--- config.mk ---
export PLATFORM = sky130hd
export DESIGN_NAME = filter_stream_ctrl
export DESIGN_NICKNAME = d
export VERILOG_FILES = /design/src/rtl/filter_stream_ctrl.sv
export SDC_FILE = /design/constraint.sdc
export NUM_CORES = 1
export LEC_CHECK = 0
export CAP_MARGIN = 30
export CORE_MARGIN = 2
export CORE_UTILIZATION = 53
export DETAILED_ROUTE_END_ITERATION = 16
export PLACE_DENSITY = 0.81
export SLEW_MARGIN = 10
export SYNTH_ARGS = -nofsm -noshare
export SYNTH_HDL_FRONTEND = slang
export SYNTH_SLANG_ARGS = --single-unit
--- constraint.sdc ---
create_clock -name clk -period 5.7 [get_ports clk]
set_input_delay 1.14 -clock clk [delete_from_list [all_inputs] [get_ports clk]]
set_output_delay 1.14 -clock clk [all_outputs]
set_load 0.05 [all_outputs]
--- src/rtl/filter_stream_ctrl.sv ---
// filter_stream_ctrl: streams one compressed filter from the filter buffer to a PE.
// A request (req_valid/req_k) is accepted only in IDLE. The filter start address
// is cfg_base_addr + req_k*cfg_num_words; cfg_num_words words are read one per
// cycle and delivered as beats through a 2-entry FIFO with valid/ready handshake.
// Ports:
//   clk, rst                  - clock, synchronous active-high reset
//   req_valid/req_k/req_ready - filter request handshake
//   cfg_base_addr/num_words   - layer config, sampled when a request is accepted
//   mem_rd_en/addr/data       - buffer read port, data returns one cycle after en
//   wt_valid/data/last/ready  - weight beat stream to the PE
//   Stream_filter_finish      - one-cycle completion pulse
//   busy                      - high whenever not IDLE
module filter_stream_ctrl #(
  parameter int unsigned F      = 4,
  parameter int unsigned WT_W   = 8,
  parameter int unsigned ADDR_W = 12,
  parameter int unsigned K_W    = 6,
  parameter int unsigned CNT_W  = 10
) (
  input  logic                clk,
  input  logic                rst,
  input  logic                req_valid,
  input  logic [K_W-1:0]      req_k,
  output logic                req_ready,
  input  logic [ADDR_W-1:0]   cfg_base_addr,
  input  logic [CNT_W-1:0]    cfg_num_words,
  output logic                mem_rd_en,
  output logic [ADDR_W-1:0]   mem_rd_addr,
  input  logic [F*WT_W-1:0]   mem_rd_data,
  output logic                wt_valid,
  output logic [F*WT_W-1:0]   wt_data,
  output logic                wt_last,
  input  logic                wt_ready,
  output logic                Stream_filter_finish,
  output logic                busy
);

  localparam int unsigned DATA_W = F * WT_W;
  localparam int unsigned PROD_W = K_W + CNT_W;

  typedef enum logic [1:0] {IDLE, SETUP, STREAM, DONE} state_t;

  state_t              state_q, state_d;
  logic [ADDR_W-1:0]   addr_q, addr_d;
  logic [CNT_W-1:0]    to_read_q, to_read_d;
  logic                rdv_q, rdv_d;             // read issued last cycle, data on bus now
  logic                rdv_last_q, rdv_last_d;   // that read is the filter's final word

  logic [1:0][DATA_W-1:0] fifo_data_q;
  logic [1:0]             fifo_last_q;
  logic                   wr_ptr_q, rd_ptr_q;
  logic [1:0]             cnt_q;

  logic                accept_c;
  logic                push_c;
  logic                pop_c;
  logic                issue_c;
  logic [2:0]          occ_c;
  logic [PROD_W-1:0]   prod_c;
  logic [ADDR_W-1:0]   start_c;

  // Filter start address; wraps modulo the buffer size.
  assign prod_c  = PROD_W'(req_k) * PROD_W'(cfg_num_words);
  assign start_c = cfg_base_addr + ADDR_W'(prod_c);

  assign accept_c = req_valid && (state_q == IDLE);
  assign push_c   = rdv_q;
  assign pop_c    = wt_valid && wt_ready;

  // Occupancy after this cycle's pop, plus the word arriving now; a new read
  // is only issued when its data is guaranteed a free FIFO slot.
  assign occ_c   = 3'(cnt_q) + 3'(rdv_q) - 3'(pop_c);
  assign issue_c = (state_q == STREAM) && (to_read_q != '0) && (occ_c < 3'd2);

  // Next-state and control logic.
  always_comb begin
    state_d    = state_q;
    addr_d     = addr_q;
    to_read_d  = to_read_q;
    rdv_d      = issue_c;
    rdv_last_d = issue_c && (to_read_q == CNT_W'(1));
    unique case (state_q)
      IDLE: begin
        if (accept_c) begin
          state_d   = SETUP;
          addr_d    = start_c;
          to_read_d = cfg_num_words;
        end
      end
      SETUP: begin
        state_d = (to_read_q == '0) ? DONE : STREAM;
      end
      STREAM: begin
        if (issue_c) begin
          addr_d    = addr_q + ADDR_W'(1);
          to_read_d = to_read_q - CNT_W'(1);
        end
        if (pop_c && wt_last) begin
          state_d = DONE;
        end
      end
      DONE: begin
        state_d = IDLE;
      end
      default: begin
        state_d = IDLE;
      end
    endcase
  end

  // Control state registers.
  always_ff @(posedge clk) begin
    if (rst) begin
      state_q    <= IDLE;
      addr_q     <= '0;
      to_read_q  <= '0;
      rdv_q      <= 1'b0;
      rdv_last_q <= 1'b0;
    end else begin
      state_q    <= state_d;
      addr_q     <= addr_d;
      to_read_q  <= to_read_d;
      rdv_q      <= rdv_d;
      rdv_last_q <= rdv_last_d;
    end
  end

  // 2-entry output FIFO; push and pop may occur in the same cycle.
  always_ff @(posedge clk) begin
    if (rst) begin
      fifo_data_q <= '0;
      fifo_last_q <= '0;
      wr_ptr_q    <= 1'b0;
      rd_ptr_q    <= 1'b0;
      cnt_q       <= 2'd0;
    end else begin
      if (push_c) begin
        fifo_data_q[wr_ptr_q] <= mem_rd_data;
        fifo_last_q[wr_ptr_q] <= rdv_last_q;
        wr_ptr_q              <= ~wr_ptr_q;
      end
      if (pop_c) begin
        rd_ptr_q <= ~rd_ptr_q;
      end
      unique case ({push_c, pop_c})
        2'b10:   cnt_q <= cnt_q + 2'd1;
        2'b01:   cnt_q <= cnt_q - 2'd1;
        default: cnt_q <= cnt_q;
      endcase
    end
  end

  assign req_ready            = (state_q == IDLE);
  assign busy                 = (state_q != IDLE);
  assign Stream_filter_finish = (state_q == DONE);
  assign mem_rd_en            = issue_c;
  assign mem_rd_addr          = addr_q;
  assign wt_valid             = (state_q == STREAM) && (cnt_q != 2'd0);
  assign wt_data              = fifo_data_q[rd_ptr_q];
  assign wt_last              = wt_valid && fifo_last_q[rd_ptr_q];

endmodule

==> results.cfg, run 1 <==
[setup_path]
path_cells = clkdlybuf4s50_1, and2_1, fa_1, fa_1, fa_1, inv_1, fa_1, inv_1, ha_1, o21a_1, o21ai_0, o21bai_1, a31oi_1, xnor2_1, o211ai_1, a21oi_1
arrival_ps = 5630
worstSetupStartpointType = primary input
endpoint_kind = flop
cp.required_ps = 5890
worst_path_largest_cell_delay_ps = 570
crit_type = primary input to flop
crit_path_frequent_cell = fa_1
critPathMaxFanout = 10
critPathSlowestCell = clkdlybuf4s50_1

[sta]
period_minus_slack_ps = 5440
drv_slew = 0
fin_skew_ps = 7.77
rsz0062_at_grt = false
holdWs_ps = 450
finalCritPeriodShare = 0.954
tns_ps = 0
hold_viol = 0
slew_headroom = 0.550
setup_viol = 0
fmax_mhz = 184
tightest_slew_ps = 675

[floorplan]
std_cell_rows = 39
die_w_um = 112
design.core.area_sq_mm = 0.0114
initial_core_util = 0.540
dieHeight_um = 112
die_area_sq_mm = 0.0125
ios = 114

[route]
wl_um = 15700
via_per_inst = 5.57
firstDrtPassIters = 5
drc_errors = 0
first_iter_violations = 348
vias = 5573
antenna_left = 0
detail_route.wl_per_cell_um = 15.7

[cells_and_area]
fin_nets = 982
drive_gt1_frac = 0.0840
final_common_cell = nand2_1
layout_common_cells = nand2_1, clkdlybuf4s50_1, dfxtp_1
areaGrowthSynthToFinish_pct = 25.3
finish.utilization = 0.676
antenna_cells = 0
fin_area_sq_mm = 0.00769

[outcome]
status = finished clean

[pwr]
switching_share = 0.447
p_sw_mw = 1.46
clockPowerShare = 0.182
power.total_mw = 3.26
p_int_mw = 1.80
ir_worst_vdd_uv = 491
p_per_area_mw_per_mm2 = 424
p_leak_nw = 3.00
combinationalPowerShare = 0.548
seq_power_share = 0.270

[global_routing]
grt_overflow_total = 0
grt.total_usage = 0.259
grt_pass1_vias = 5705
grt_pass1_wl_um = 26700
antenna_found_initial = 0
grt_max_degree = 63

[yosys]
synth_flop_cell = dfxtp_1
ys_seq_elements = 96
syn_area_per_cell_sq_um = 8.14
ys_warn_count = 0
synthCells = 754
synth.distinct_cells = 48
synth_area_sq_mm = 0.00614
seq_area_frac_synth = 0.313
async_reset_ff_frac = 0
syn_nets = 884
synth-edff-count = 0

[min_path]
hold_path_class = flop to flop

[job]
maxCapViolations = 0

[cts]
cts_tree = done
cts_root_buffer = clkbuf_16
clock_path_buffers = 2
cts_made_buffers = 9
clk_latency_ps = 340
clock_sinks = 96
htreeDepth = 3
clkTransAtPathRegs_ps = 60

[placement]
place_congestion = 0.854
port_buffers = 113
place_hpwl_um = 11700
placed_area_sq_mm = 0.00739
-- worst max-delay path: cells and delay by family --
kind            cells  cell delay [ps]
compound gates      6             1120
fa+ha+maj           5             2360
simple gates        1              260
buf+inv             3              660
xor+xnor            1               90
-- repair_timing --
item                                    4_1_cts  5_1_grt
resized for setup                             0        1
endpoints found under the setup margin        0        1
hold buffers                                  0        0
buffers inserted                              0        0
-- stage by stage --
stage / instances / setup slack [ps]
6_report: 1000 / 263
5_1_grt: 1000 / 92.8
4_1_cts: 1000 / 274
3_5_place_dp: 984 / -75.1
3_3_place_gp: 984 / 104
2_1_floorplan: 754 / 851
-- power groups by stage --
| stage | sequential (mW) | clock, mW | combinational (mW) |
|---|---|---|---|
| 3_5_place_dp | 0.890 | 0 | 1.76 |
| 6_report | 0.879 | 0.594 | 1.79 |
| 3_3_place_gp | 0.882 | 0 | 1.70 |
| 2_1_floorplan | 0.969 | 0 | 1.21 |
| 5_1_grt | 0.895 | 0.627 | 1.96 |
| 4_1_cts | 0.876 | 0.600 | 1.77 |
-- worst paths after layout --
kind / start / depth (start not counted) / endpoint / slack, ps
worst max-delay path: req_k[2] / 16 / mem_rd_addr[11] / 260
worst min-delay path: fifo_data_q[12] / 2 / fifo_data_q[12] / 450
worst max register to register: state_q[0] / 17 / mem_rd_addr[10] / 1460
worst min register to register: fifo_data_q[12] / 2 / fifo_data_q[12] / 450
-- layout make-up --
type | count | area [sq um]
fillers | 927 | 3680
well taps | 143 | 179
inverters | 55 | 206
flip-flops and latches | 96 | 1920
clock buffers | 10 | 239
clock inverters | 6 | 55.1
repair buffers | 125 | 1230
multi-input cells | 565 | 3860
-- state kept, by name (all words and copies together), names as in the netlist --
name and cells:
cnt_q 2, fifo_data_q 64, fifo_last_q 2, mem_rd_addr 12, push_c 1, rd_ptr_q 1
rdv_last_q 1, state_q 2, to_read_q 10, wr_ptr_q 1
-- Yosys cell counts, types with 2 or more instances --
library cell    n  area (sq um)
nand2b_1        3          18.8
o21ai_0        19          95.1
dfxtp_1        96          1920
or4_1           2          15.0
buf_1           5          18.8
nand4_1         2          12.5
o211ai_1        2          15.0
nand3_1         6          30.0
nand2_1       182           683
xnor2_1        17           149
nor2_1         27           101
o22ai_1         5          31.3
or2_2           2          12.5
clkbuf_1       29           109
xor2_1          4          35.0
a21oi_2         2          17.5
nor3_1          7          35.0
buf_2           3          15.0
a311oi_1        2          17.5
o21a_1          3          22.5
o2bb2ai_1       2          17.5
a21o_1          4          30.0
ha_1           29           363
a22oi_1         5          37.5
o21bai_1        2          15.0
mux2_2         32           360
and2_1         45           282
a21oi_1        93           465
a211oi_1        9          67.6
mux2i_1         2          20.0
a221oi_1        2          17.5
fa_1           37           741
inv_1          55           206
or3_1           3          18.8
o31ai_1         2          15.0
a31oi_1         2          12.5
-- routing by layer --
layer | share of wire | global-route usage | up-vias
li1 | - | - | 2683
met1 | 0.43 | 0.329 | 2675
met2 | 0.50 | 0.461 | 188
met3 | 0.046 | 0.0365 | 27
met4 | 0.021 | 0.0774 | 0
met5 | 0 | 0 | -
-- logic make-up (layout without fill, tap and decap cells) --
family	after synthesis	in the layout	share of synthesized area
buf+inv	93	196	0.0587
compound gates	158	158	0.149
flops	96	96	0.313
mux	34	34	0.0620
simple gates	286	286	0.208
fa+ha+maj	66	66	0.180
xor+xnor	21	21	0.0300
No activity file was read; power rests on OpenSTA's default activity.
==> run 2: changes to the inputs <==
--- a/config.mk
+++ b/config.mk
@@ -6,10 +6,12 @@
 export NUM_CORES = 1
 export LEC_CHECK = 0
 export CAP_MARGIN = 30
+export CELL_PAD_IN_SITES_DETAIL_PLACEMENT = 0
+export CELL_PAD_IN_SITES_GLOBAL_PLACEMENT = 1
 export CORE_MARGIN = 2
-export CORE_UTILIZATION = 53
+export CORE_UTILIZATION = 39
 export DETAILED_ROUTE_END_ITERATION = 16
-export PLACE_DENSITY = 0.81
+export PLACE_DENSITY_LB_ADDON = 0.1
 export SLEW_MARGIN = 10
 export SYNTH_ARGS = -nofsm -noshare
 export SYNTH_HDL_FRONTEND = slang
==> constraint.sdc (replaced) <==
create_clock -name clk -period 5.4 [get_ports clk]
set_input_delay 1.08 -clock clk [delete_from_list [all_inputs] [get_ports clk]]
set_output_delay 1.08 -clock clk [all_outputs]
set_load 0.05 [all_outputs]
==> run 2 against run 1 <==
Design area up 2.9%; clock skew up 2.1 ps; critical path type unchanged; register-to-register slack worse by 100 ps; largest cell class unchanged.
==> results.cfg, run 2 (synthesis results as in run 1) <==
[outcome]
status = finished clean

[sta]
fin_skew_ps = 9.84
hold_viol = 0
setup_viol = 0
rsz0062_at_grt = false
tightest_slew_ps = 935
period_minus_slack_ps = 5080
slew_headroom = 0.377
drv_slew = 0
finalCritPeriodShare = 0.941
fmax_mhz = 197

[global_routing]
antenna_found_initial = 0
grt_pass1_vias = 5496
grt_pass1_wl_um = 26400
grt_overflow_total = 0
grt_max_degree = 50
grt.total_usage = 0.197

[floorplan]
die_area_sq_mm = 0.0168
die_w_um = 129
dieHeight_um = 129
std_cell_rows = 45
design.core.area_sq_mm = 0.0153
ios = 114
initial_core_util = 0.401

[route]
via_per_inst = 4.99
antenna_left = 0
firstDrtPassIters = 4
detail_route.wl_per_cell_um = 14.4
first_iter_violations = 327
vias = 5404
wl_um = 15600
drc_errors = 0

[cts]
htreeDepth = 3
clk_latency_ps = 350
clock_path_buffers = 2
cts_root_buffer = clkbuf_16
cts_tree = done
clkTransAtPathRegs_ps = 70
clock_sinks = 96
cts_made_buffers = 9
cts_setup_buffers = 0

[cells_and_area]
layout_common_cells = nand2_1, clkdlybuf4s50_1, dfxtp_1
final_common_cell = nand2_1
regArea_sq_mm = 0.00192
drive_gt1_frac = 0.0986
n_fill_cell = 1457
antenna_cells = 0
multi_input_area_sq_mm = 0.00386
fin_nets = 997
fin_cells = 1083
largest_reg_flops = 64
largest-register = fifo_data_q
finish.utilization = 0.517
areaGrowthSynthToFinish_pct = 28.9
fin_area_sq_mm = 0.00791

[setup_path]
reg2reg_depth = 17
r2r-end = mem_rd_addr[10]
critPathMaxFanout = 7
arrival_ps = 5290
worstSetupStartpointType = primary input
r2r_setup_slack_ps = 1360
crit_type = primary input to flop
endpoint_kind = flop
r2r-start = state_q[0]
cp.required_ps = 5610

[min_path]
hold-path-cell-count = 2
worstHoldEndpoint = fifo_data_q[8]
hold_path_class = flop to flop
hp-start = fifo_data_q[8]

[placement]
place_congestion = 0.865
place_hpwl_um = 11300
placed_area_sq_mm = 0.00759
port_buffers = 113
place_inst = 1067

[pwr]
p_leak_nw = 3.11
p_per_area_mw_per_mm2 = 439
ir_worst_vdd_uv = 258

[job]
maxCapViolations = 0
[run 2: cell types whose count changed in the layout (fill, tap and decap cells not counted), sizes merged]
cell           delta
clkdlybuf4s50     -3
dlymetal6s2s      +3
clkinv            +1
clkinvlp          +1
inv               -3
buf              +15
bufinv            +1
[run 2: final cells by class]
type                       instances  area share
multi-input combinational        565       0.488
sequential                        96       0.243
timing repair buffer             140       0.170
tap                              211      0.0334
clock buffer                      10      0.0302
inverter                          55      0.0261
clock inverter                     6     0.00949
[run 2: worst max path at each step]
stage / from / to / slack [ps] / cells past startpoint
floorplan: cfg_num_words[1] / mem_rd_addr[11] / 610 / 15
global placement: req_k[2] / mem_rd_addr[11] / -90 / 16
detailed placement: req_k[2] / mem_rd_addr[11] / -150 / 18
CTS: req_k[2] / mem_rd_addr[11] / 220 / 18
global route: req_k[1] / mem_rd_addr[11] / 30 / 18
finish: req_k[1] / mem_rd_addr[11] / 320 / 18
[run 2: metal layers]
layer | share of wire | up-vias | wire length, um | global-route usage
met5 | 0 | - | 0 | 0
met4 | 0.0093 | 0 | 146 | 0.0405
met3 | 0.048 | 9 | 750 | 0.0425
met2 | 0.47 | 122 | 7280 | 0.324
met1 | 0.48 | 2566 | 7450 | 0.268
li1 | - | 2707 | - | -
[run 2: repair_timing]
action,4_1_cts,5_1_grt
endpoints found under the setup margin,0,2
hold buffers,0,0
resized for setup,0,4
[run 2: metrics by stage]
step,setup TNS (ps),power (mW),worst slack (ps),hold WS (ps)
2_1_floorplan,0,2.30,611,432
3_3_place_gp,-120,2.80,-85.3,438
3_5_place_dp,-334,2.83,-154,445
4_1_cts,0,3.51,221,455
5_1_grt,0,3.78,32.1,471
6_report,0,3.48,320,452
[run 2: report_power, final]
| part | switching, mW | internal (mW) |
|---|---|---|
| registers | 0.105 | 0.816 |
| logic | 1.11 | 0.775 |
| clock network | 0.290 | 0.378 |
[run 2: worst max-delay path, cell delays in order]
cell             delay (ps)
clkdlybuf4s50_1         530
and2_1                  230
fa_1                    500
inv_1                    50
fa_1                    470
inv_1                    50
fa_1                    520
inv_1                    50
fa_1                    490
inv_1                    40
ha_1                    190
nor3_1                  220
a21boi_1                210
o21bai_1                110
a31oi_1                 210
xnor2_1                  80
o211ai_1                160
a21oi_1                  80
